`config.mk`:
```
export PLATFORM = sky130hd
export DESIGN_NAME = pipeline_stall_controller
export DESIGN_NICKNAME = d
export VERILOG_FILES = /design/src/rtl/pipeline_stall_controller.sv
export SDC_FILE = /design/constraint.sdc
export NUM_CORES = 1
export LEC_CHECK = 0
export ABC_AREA = 1
export CORE_AREA = 2 2 39 41
export CTS_CLUSTER_SIZE = 40
export DETAILED_ROUTE_END_ITERATION = 10
export DIE_AREA = 0 0 41 43
export HOLD_SLACK_MARGIN = 0.08
export PLACE_DENSITY = 0.67
export SLEW_MARGIN = 20
export SYNTH_ARGS = -nofsm -noshare
export SYNTH_HDL_FRONTEND = slang
export SYNTH_SLANG_ARGS = --single-unit
```
`constraint.sdc`:
```
create_clock -name clk -period 2 [get_ports clk]
set_input_delay 0.6 -clock clk [delete_from_list [all_inputs] [get_ports clk]]
set_output_delay 0.6 -clock clk [all_outputs]
set_load 0.1 [all_outputs]
```
`src/rtl/pipeline_stall_controller.sv`:
```
// Stall/flush arbiter for the 5-stage MIPS pipeline, with a mult/div wait FSM and timeout.
// Optional saturating performance counters are enabled by defining STALL_PERF_COUNTERS_EN.
module pipeline_stall_controller #(
    parameter int MD_TIMEOUT = 64,
    parameter int CNT_WIDTH  = 32
) (
    input  logic clk,
    input  logic reset,
    input  logic Stall_IF,
    input  logic Stall_ID,
    input  logic Flush_EX,
    input  logic Branch_Taken_EX,
    input  logic Jump_ID,
    input  logic MD_Start_EX,
    input  logic MD_Done,
    output logic PC_Enable,
    output logic IFID_Enable,
    output logic IFID_Flush,
    output logic IDEX_Enable,
    output logic IDEX_Flush,
    output logic EXMEM_Flush,
    output logic MD_Busy,
    output logic MD_Error
`ifdef STALL_PERF_COUNTERS_EN
    ,
    output logic [CNT_WIDTH-1:0] Stall_Cycles,
    output logic [CNT_WIDTH-1:0] Flush_Count
`endif
);

    localparam int WCNT_W = $clog2(MD_TIMEOUT) + 1;
    localparam logic [WCNT_W-1:0] WCNT_LAST = WCNT_W'(MD_TIMEOUT - 1);
    localparam logic [WCNT_W-1:0] WCNT_ONE  = WCNT_W'(1);

    typedef enum logic {
        ST_RUN     = 1'b0,
        ST_MD_WAIT = 1'b1
    } state_t;

    state_t            r_state;
    state_t            w_state_nxt;
    logic [WCNT_W-1:0] r_wait_cnt;
    logic [WCNT_W-1:0] w_wait_cnt_nxt;
    logic              r_md_error;
    logic              w_err_set;
    logic              w_load_use;
    logic              w_md_release;

    assign w_load_use   = Stall_IF | Stall_ID | Flush_EX;
    assign w_md_release = MD_Done | (r_wait_cnt == WCNT_LAST);

    always_ff @(posedge clk or posedge reset) begin
        if (reset) begin
            r_state    <= ST_RUN;
            r_wait_cnt <= '0;
            r_md_error <= 1'b0;
        end else begin
            r_state    <= w_state_nxt;
            r_wait_cnt <= w_wait_cnt_nxt;
            if (w_err_set) begin
                r_md_error <= 1'b1;
            end
        end
    end

    always_comb begin
        w_state_nxt    = r_state;
        w_wait_cnt_nxt = r_wait_cnt;
        w_err_set      = 1'b0;
        PC_Enable      = 1'b1;
        IFID_Enable    = 1'b1;
        IFID_Flush     = 1'b0;
        IDEX_Enable    = 1'b1;
        IDEX_Flush     = 1'b0;
        EXMEM_Flush    = 1'b0;
        MD_Busy        = 1'b0;

        if (reset) begin
            // Hold every stage and inject bubbles for as long as reset is asserted.
            w_state_nxt    = ST_RUN;
            w_wait_cnt_nxt = '0;
            PC_Enable      = 1'b0;
            IFID_Enable    = 1'b0;
            IDEX_Enable    = 1'b0;
            IFID_Flush     = 1'b1;
            IDEX_Flush     = 1'b1;
            EXMEM_Flush    = 1'b1;
        end else begin
            unique case (r_state)
                ST_RUN: begin
                    w_wait_cnt_nxt = '0;
                    if (Branch_Taken_EX) begin
                        IFID_Flush = 1'b1;
                        IDEX_Flush = 1'b1;
                    end else if (MD_Start_EX && !MD_Done) begin
                        w_state_nxt = ST_MD_WAIT;
                        PC_Enable   = 1'b0;
                        IFID_Enable = 1'b0;
                        IDEX_Enable = 1'b0;
                        EXMEM_Flush = 1'b1;
                    end else if (w_load_use) begin
                        // A concurrent jump is dropped here and re-presents next cycle.
                        PC_Enable   = !Stall_IF;
                        IFID_Enable = !Stall_ID;
                        IDEX_Flush  = Flush_EX;
                    end else if (Jump_ID) begin
                        IFID_Flush = 1'b1;
                    end
                end
                ST_MD_WAIT: begin
                    if (w_md_release) begin
                        w_state_nxt    = ST_RUN;
                        w_wait_cnt_nxt = '0;
                        w_err_set      = !MD_Done;
                    end else begin
                        w_wait_cnt_nxt = r_wait_cnt + WCNT_ONE;
                        PC_Enable      = 1'b0;
                        IFID_Enable    = 1'b0;
                        IDEX_Enable    = 1'b0;
                        EXMEM_Flush    = 1'b1;
                        MD_Busy        = 1'b1;
                    end
                end
                default: begin
                    w_state_nxt = ST_RUN;
                end
            endcase
        end
    end

    assign MD_Error = r_md_error;

`ifdef STALL_PERF_COUNTERS_EN
    function automatic logic [CNT_WIDTH-1:0] sat_inc(input logic [CNT_WIDTH-1:0] v);
        return (&v) ? v : v + CNT_WIDTH'(1);
    endfunction

    logic [CNT_WIDTH-1:0] r_stall_cycles;
    logic [CNT_WIDTH-1:0] r_flush_count;

    always_ff @(posedge clk or posedge reset) begin
        if (reset) begin
            r_stall_cycles <= '0;
            r_flush_count  <= '0;
        end else begin
            if (!PC_Enable) begin
                r_stall_cycles <= sat_inc(r_stall_cycles);
            end
            if (IFID_Flush || IDEX_Flush) begin
                r_flush_count <= sat_inc(r_flush_count);
            end
        end
    end

    assign Stall_Cycles = r_stall_cycles;
    assign Flush_Count  = r_flush_count;
`endif

endmodule

```
# Word level (Yosys, flattened, before mapping)
# Cells that the tools add are included.
[word_totals] out_inout_bits=8 inputBits=9 word_cells=53 register_bits=9
[op_classes] eq_ne=1 n_bitwise=4 n_mux=40 reduce_logical=4 addsub=1
[op_table] operator="two-way mux 1 bit" count=33
[op_table] operator="two-way mux 7 bit" count=2
[op_table] operator="one-hot mux 7 bit (2 select lines)" count=1
[op_table] operator="one-hot mux 1 bit (2 select lines)" count=4
[op_table] operator="adder 7 x 1 -> 7 bit (second input constant)" count=1
[op_table] operator="== test 7 x 6 -> 1 bit (second input constant)" count=1
[op_table] operator="logical NOT 1 bit" count=3
[op_table] operator="OR 1 bit" count=3
[op_table] operator="logical AND 1 bit" count=1
[op_table] operator="inverter 1 bit" count=1

# Longest topological paths before layout
[depth] word_depth=7 mapped_depth=7 depth_no_buf=7

# Worst setup path before layout
# No wires, ideal clock.
[synth_path] path_kind="input to output" from="input port MD_Done" to="output port IFID_Flush" required_ns=1.400 stages=4 slack_ns=-0.878 t_arrival_ns=2.278 cell_sequence="inv_1 nand2_1 nand4_1 a21oi_1"
[synth_between] elab_chain_cells=6
[synth_rtl] item="from (decl)" line="15" text="input logic MD_Done,"
[synth_rtl] item="logical NOT 1 bit" line="95" text="end else if (MD_Start_EX && !MD_Done) begin"
[synth_rtl] item="logical AND 1 bit" line="95"
[synth_rtl] item="two-way mux 1 bit" line="95"
[synth_rtl] item="two-way mux 1 bit" line="92" text="if (Branch_Taken_EX) begin"
[synth_rtl] item="two-way mux 1 bit" line="89" text="unique case (r_state)"
[synth_rtl] item="two-way mux 1 bit" line="78" text="if (reset) begin"
[synth_rtl] item="to (decl)" line="18" text="output logic IFID_Flush,"
# No other way between the ends.

# Final worst setup path
[layout_path] from="register r_wait_cnt[1]" to="output port PC_Enable"
[layout_between] elab_chain_cells=5
[layout_rtl] item="from (decl)" line="42" text="logic [WCNT_W-1:0] r_wait_cnt;"
[layout_rtl] item="from (signal assigned)" line="59" text="r_wait_cnt <= w_wait_cnt_nxt;"
[layout_rtl] item="== test 7 x 6 -> 1 bit" line="50" text="assign w_md_release = MD_Done | (r_wait_cnt == WCNT_LAST);"
[layout_rtl] item="OR 1 bit" line="50"
[layout_rtl] item="two-way mux 1 bit" line="111" text="if (w_md_release) begin"
[layout_rtl] item="one-hot mux 1 bit (2 select lines)" line="89"
[layout_rtl] item="two-way mux 1 bit" line="78"
[layout_rtl] item="to (decl)" line="16" text="output logic PC_Enable,"
# No other way between the ends.

==> results.sh <==
export IMPL_vias=570
export IMPL_fin_crit_sh_pct=106
export IMPL_syn_to_final_growth_pct=93.0
export IMPL_ios=17
export IMPL_endpoint_kind="output port"
export IMPL_diodes=0
export IMPL_die_x_um=41
export IMPL_synth_simple_gate_area_share_pct=36.7
export IMPL_max_cap_violations=0
export IMPL_setup_violations=5
export IMPL_slew_limit_headroom_pct=85.4
export IMPL_yosysSeqAreaShare_pct=41.8
export IMPL_initial_core_util_pct=39.0
export IMPL_slew_violations=0
export IMPL_netlist_area_leader_share_pct=41.8
export IMPL_gr_total_overflow=0
export IMPL_drive_gt1_share_pct=53.2
export IMPL_status="finished with violations"
export IMPL_synth_xor_area_share_pct=1.62
export IMPL_viasPerCell=4.49
export IMPL_cts_tree="yes"
export IMPL_final_nets=122
export IMPL_grt_max_degree=10
export IMPL_ys_ff_latch=9
export IMPL_crit_path_frequent_cell="nand2_4"
export IMPL_p_per_area_nw_per_um2=492
export IMPL_clock_fmax_ghz=0.472
export IMPL_syn_nets=82
export IMPL_synth_area_per_cell_um2=7.49
export IMPL_syn_inst=72
export IMPL_portBuffers=16
export IMPL_grt_pass1_wl_mm=2.32
export IMPL_path_cells="ha_2, nand2_2, nor2_4, nand2_4, nand2_4, nand2_4, nor2_4, buf_12"
export IMPL_clock_latency_ns=0.25
export IMPL_postRouteAntennaNets=0
export IMPL_syn_area_um2=539
export IMPL_critPathSlowestCell="dfrtp_1"
export IMPL_crit_fanout=3
export IMPL_row_count=14
export IMPL_synthTopCellsByArea="dfrtp_1 42%, nor2_1 11%, inv_1 8.4%"
export IMPL_post_drt_wl_per_cell_um=10.8
export IMPL_synth_distinct_cells=16
export IMPL_dieArea_um2=1760
export IMPL_cts_buffers=3
export IMPL_violations="setup timing"
export IMPL_max_stage_delay_ns=0.35
export IMPL_coreArea_um2=1380
export IMPL_hold_class="reg -> reg"
export IMPL_required_ns=1.40
export IMPL_grt_pass1_vias=566
export IMPL_finalHoldViolations=0
export IMPL_placed_area_um2=931
export IMPL_m1WireLength_um=520
export IMPL_wl_met2_um=783
export IMPL_critPathKind="reg -> out"
export IMPL_fin_skew_ns=0.00396
export IMPL_clkSinkCount=9
export IMPL_critPathBufInv=1
export IMPL_die_h_um=43
export IMPL_drt_total_wl_mm=1.37
export IMPL_cts_root_buf="clkbuf_4"
export IMPL_clock_path_buffers=2
export IMPL_antenna_found_initial=0
export IMPL_vdd_ir_drop_max_mv=0.326
export IMPL_setup_slack_ns=-0.117
export IMPL_place_hpwl_mm=1.04
export IMPL_drcViolationCount=0
export IMPL_rsz0062_at_grt="yes"
export IMPL_p_leak_nw=0.494
export IMPL_synth_compound_area_share_pct=7.89
export IMPL_grt_usage_pct=20.0
export IMPL_drtIter0Drc=5
export IMPL_ys_warn_count=0
export IMPL_htreeDepth=1
export IMPL_synthMuxAreaShare_pct=0
export IMPL_arrival_ns=1.52
export IMPL_path_clk_slew_ns=0.06
export IMPL_synth_top_family_by_area="simple AND/OR/NAND/NOR gates"
export IMPL_firstDrtPassIters=2
export IMPL_routed_wl_met3_um=46
export IMPL_whs_ns=0.511
export IMPL_crit_family="simple AND/OR/NAND/NOR gates"
export IMPL_final_area_um2=1040
export IMPL_period_needed_ns=2.12
export IMPL_place_congestion=0.733
export IMPL_start_kind="register"
export IMPL_reg2reg_slack_ns=0.69
export IMPL_synth_adder_area_share_pct=2.32
export IMPL_worst_pin_slew_ns=0.219
export IMPL_top_layer="met4"
export IMPL_yosysTopAreaCell="dfrtp_1"
==> area by class of cell <==
type                       count  area, um2
sequential                     9        225
inverter                      14       67.6
timing repair buffer          35        358
fill                         104        343
multi-input combinational     49        344
clock buffer                   4       26.3
tap                           16       20.0
==> worst register-to-register path: stages (launching register included) <==
cell     delay (ns)
dfrtp_1        0.35
ha_2           0.19
nand2_2        0.08
nor2_4         0.13
nand2_4        0.08
buf_4          0.14
buf_4          0.13
nand3_1        0.07
nor2_1         0.04
==> worst paths after layout <==
path                          startpoint       endpoint  depth (start not counted)
setup / recovery           r_wait_cnt[1]      PC_Enable                          8
hold / removal             r_wait_cnt[6]  r_wait_cnt[6]                          2
setup reg to reg           r_wait_cnt[1]  r_wait_cnt[5]                          8
hold reg to reg            r_wait_cnt[6]  r_wait_cnt[6]                          2
max in group asynchronous          reset  r_wait_cnt[3]                          4
min in group asynchronous          reset        r_state                          4
==> state kept, by name (all words and copies together), names as in the netlist <==
| signal | cells |
|---|---|
| MD_Error | 1 |
| r_state | 1 |
| r_wait_cnt | 7 |
==> per-layer routing <==
metal / up-vias / track usage [%]
met5: - / 0
met4: 0 / 10.0
met3: 2 / 5.76
met2: 14 / 31.9
met1: 248 / 23.1
li1: 306 / -
==> power by group <==
part / switching [mW] / internal (mW) / leakage [nW]
clock: 0.0537 / 0.0763 / 0.0150
sequential: 0.00148 / 0.184 / 0.124
combinational: 0.124 / 0.0732 / 0.354
==> cells in the final DEF (no fill, tap or decap), types with 2 or more instances in the layout <==
master	netlist	final
buf_4	0	20
dlygate4sd2_1	0	2
dfrtp_1	9	9
buf_12	0	8
nand4_1	2	2
a21oi_2	0	2
a21oi_4	0	2
nand2_4	0	3
nand2_1	10	8
clkinvlp_4	0	2
nor2_1	16	13
nand3_1	3	3
clkbuf_4	0	3
inv_1	12	8
a21oi_1	7	3
nand2_2	4	3
nor2_4	1	4
inv_2	2	3
buf_2	0	4
==> cell usage after synthesis, drive strengths merged <==
master / instances
nor3: 2
ha: 1
xnor2: 1
nand3: 4
o21bai: 1
dfrtp: 9
inv: 14
nor2: 17
a21oi: 7
nand2: 14
nand4: 2
==> stage by stage <==
step,TNS (ns),total power [mW],worst slack [ns],std cells,util (%)
5_1_grt,-0.885,0.543,-0.192,127,75.2
4_1_cts,-0.506,0.515,-0.115,122,71.8
3_5_place_dp,-3.07,0.380,-0.476,113,67.3
2_1_floorplan,-0.442,0.300,-0.0962,72,-
3_3_place_gp,-2.97,0.379,-0.450,113,67.3
6_report,-0.512,0.513,-0.117,127,75.2
==> cells by family after synthesis <==
family / count (synthesis)
flip-flops: 9
adder cells (fa/ha/maj): 1
AND/OR/NAND/NOR: 39
AO/OA/AOI/OAI: 8
buffers and inverters: 14
XOR/XNOR: 1
==> timing repair <==
item,4_1_cts,5_1_grt
pin swaps,6,3
setup endpoints to repair,7,7
resized for setup,33,2
hold buffers,0,0
setup buffers,5,5
Note: power is estimated with default switching activity, not from simulation.
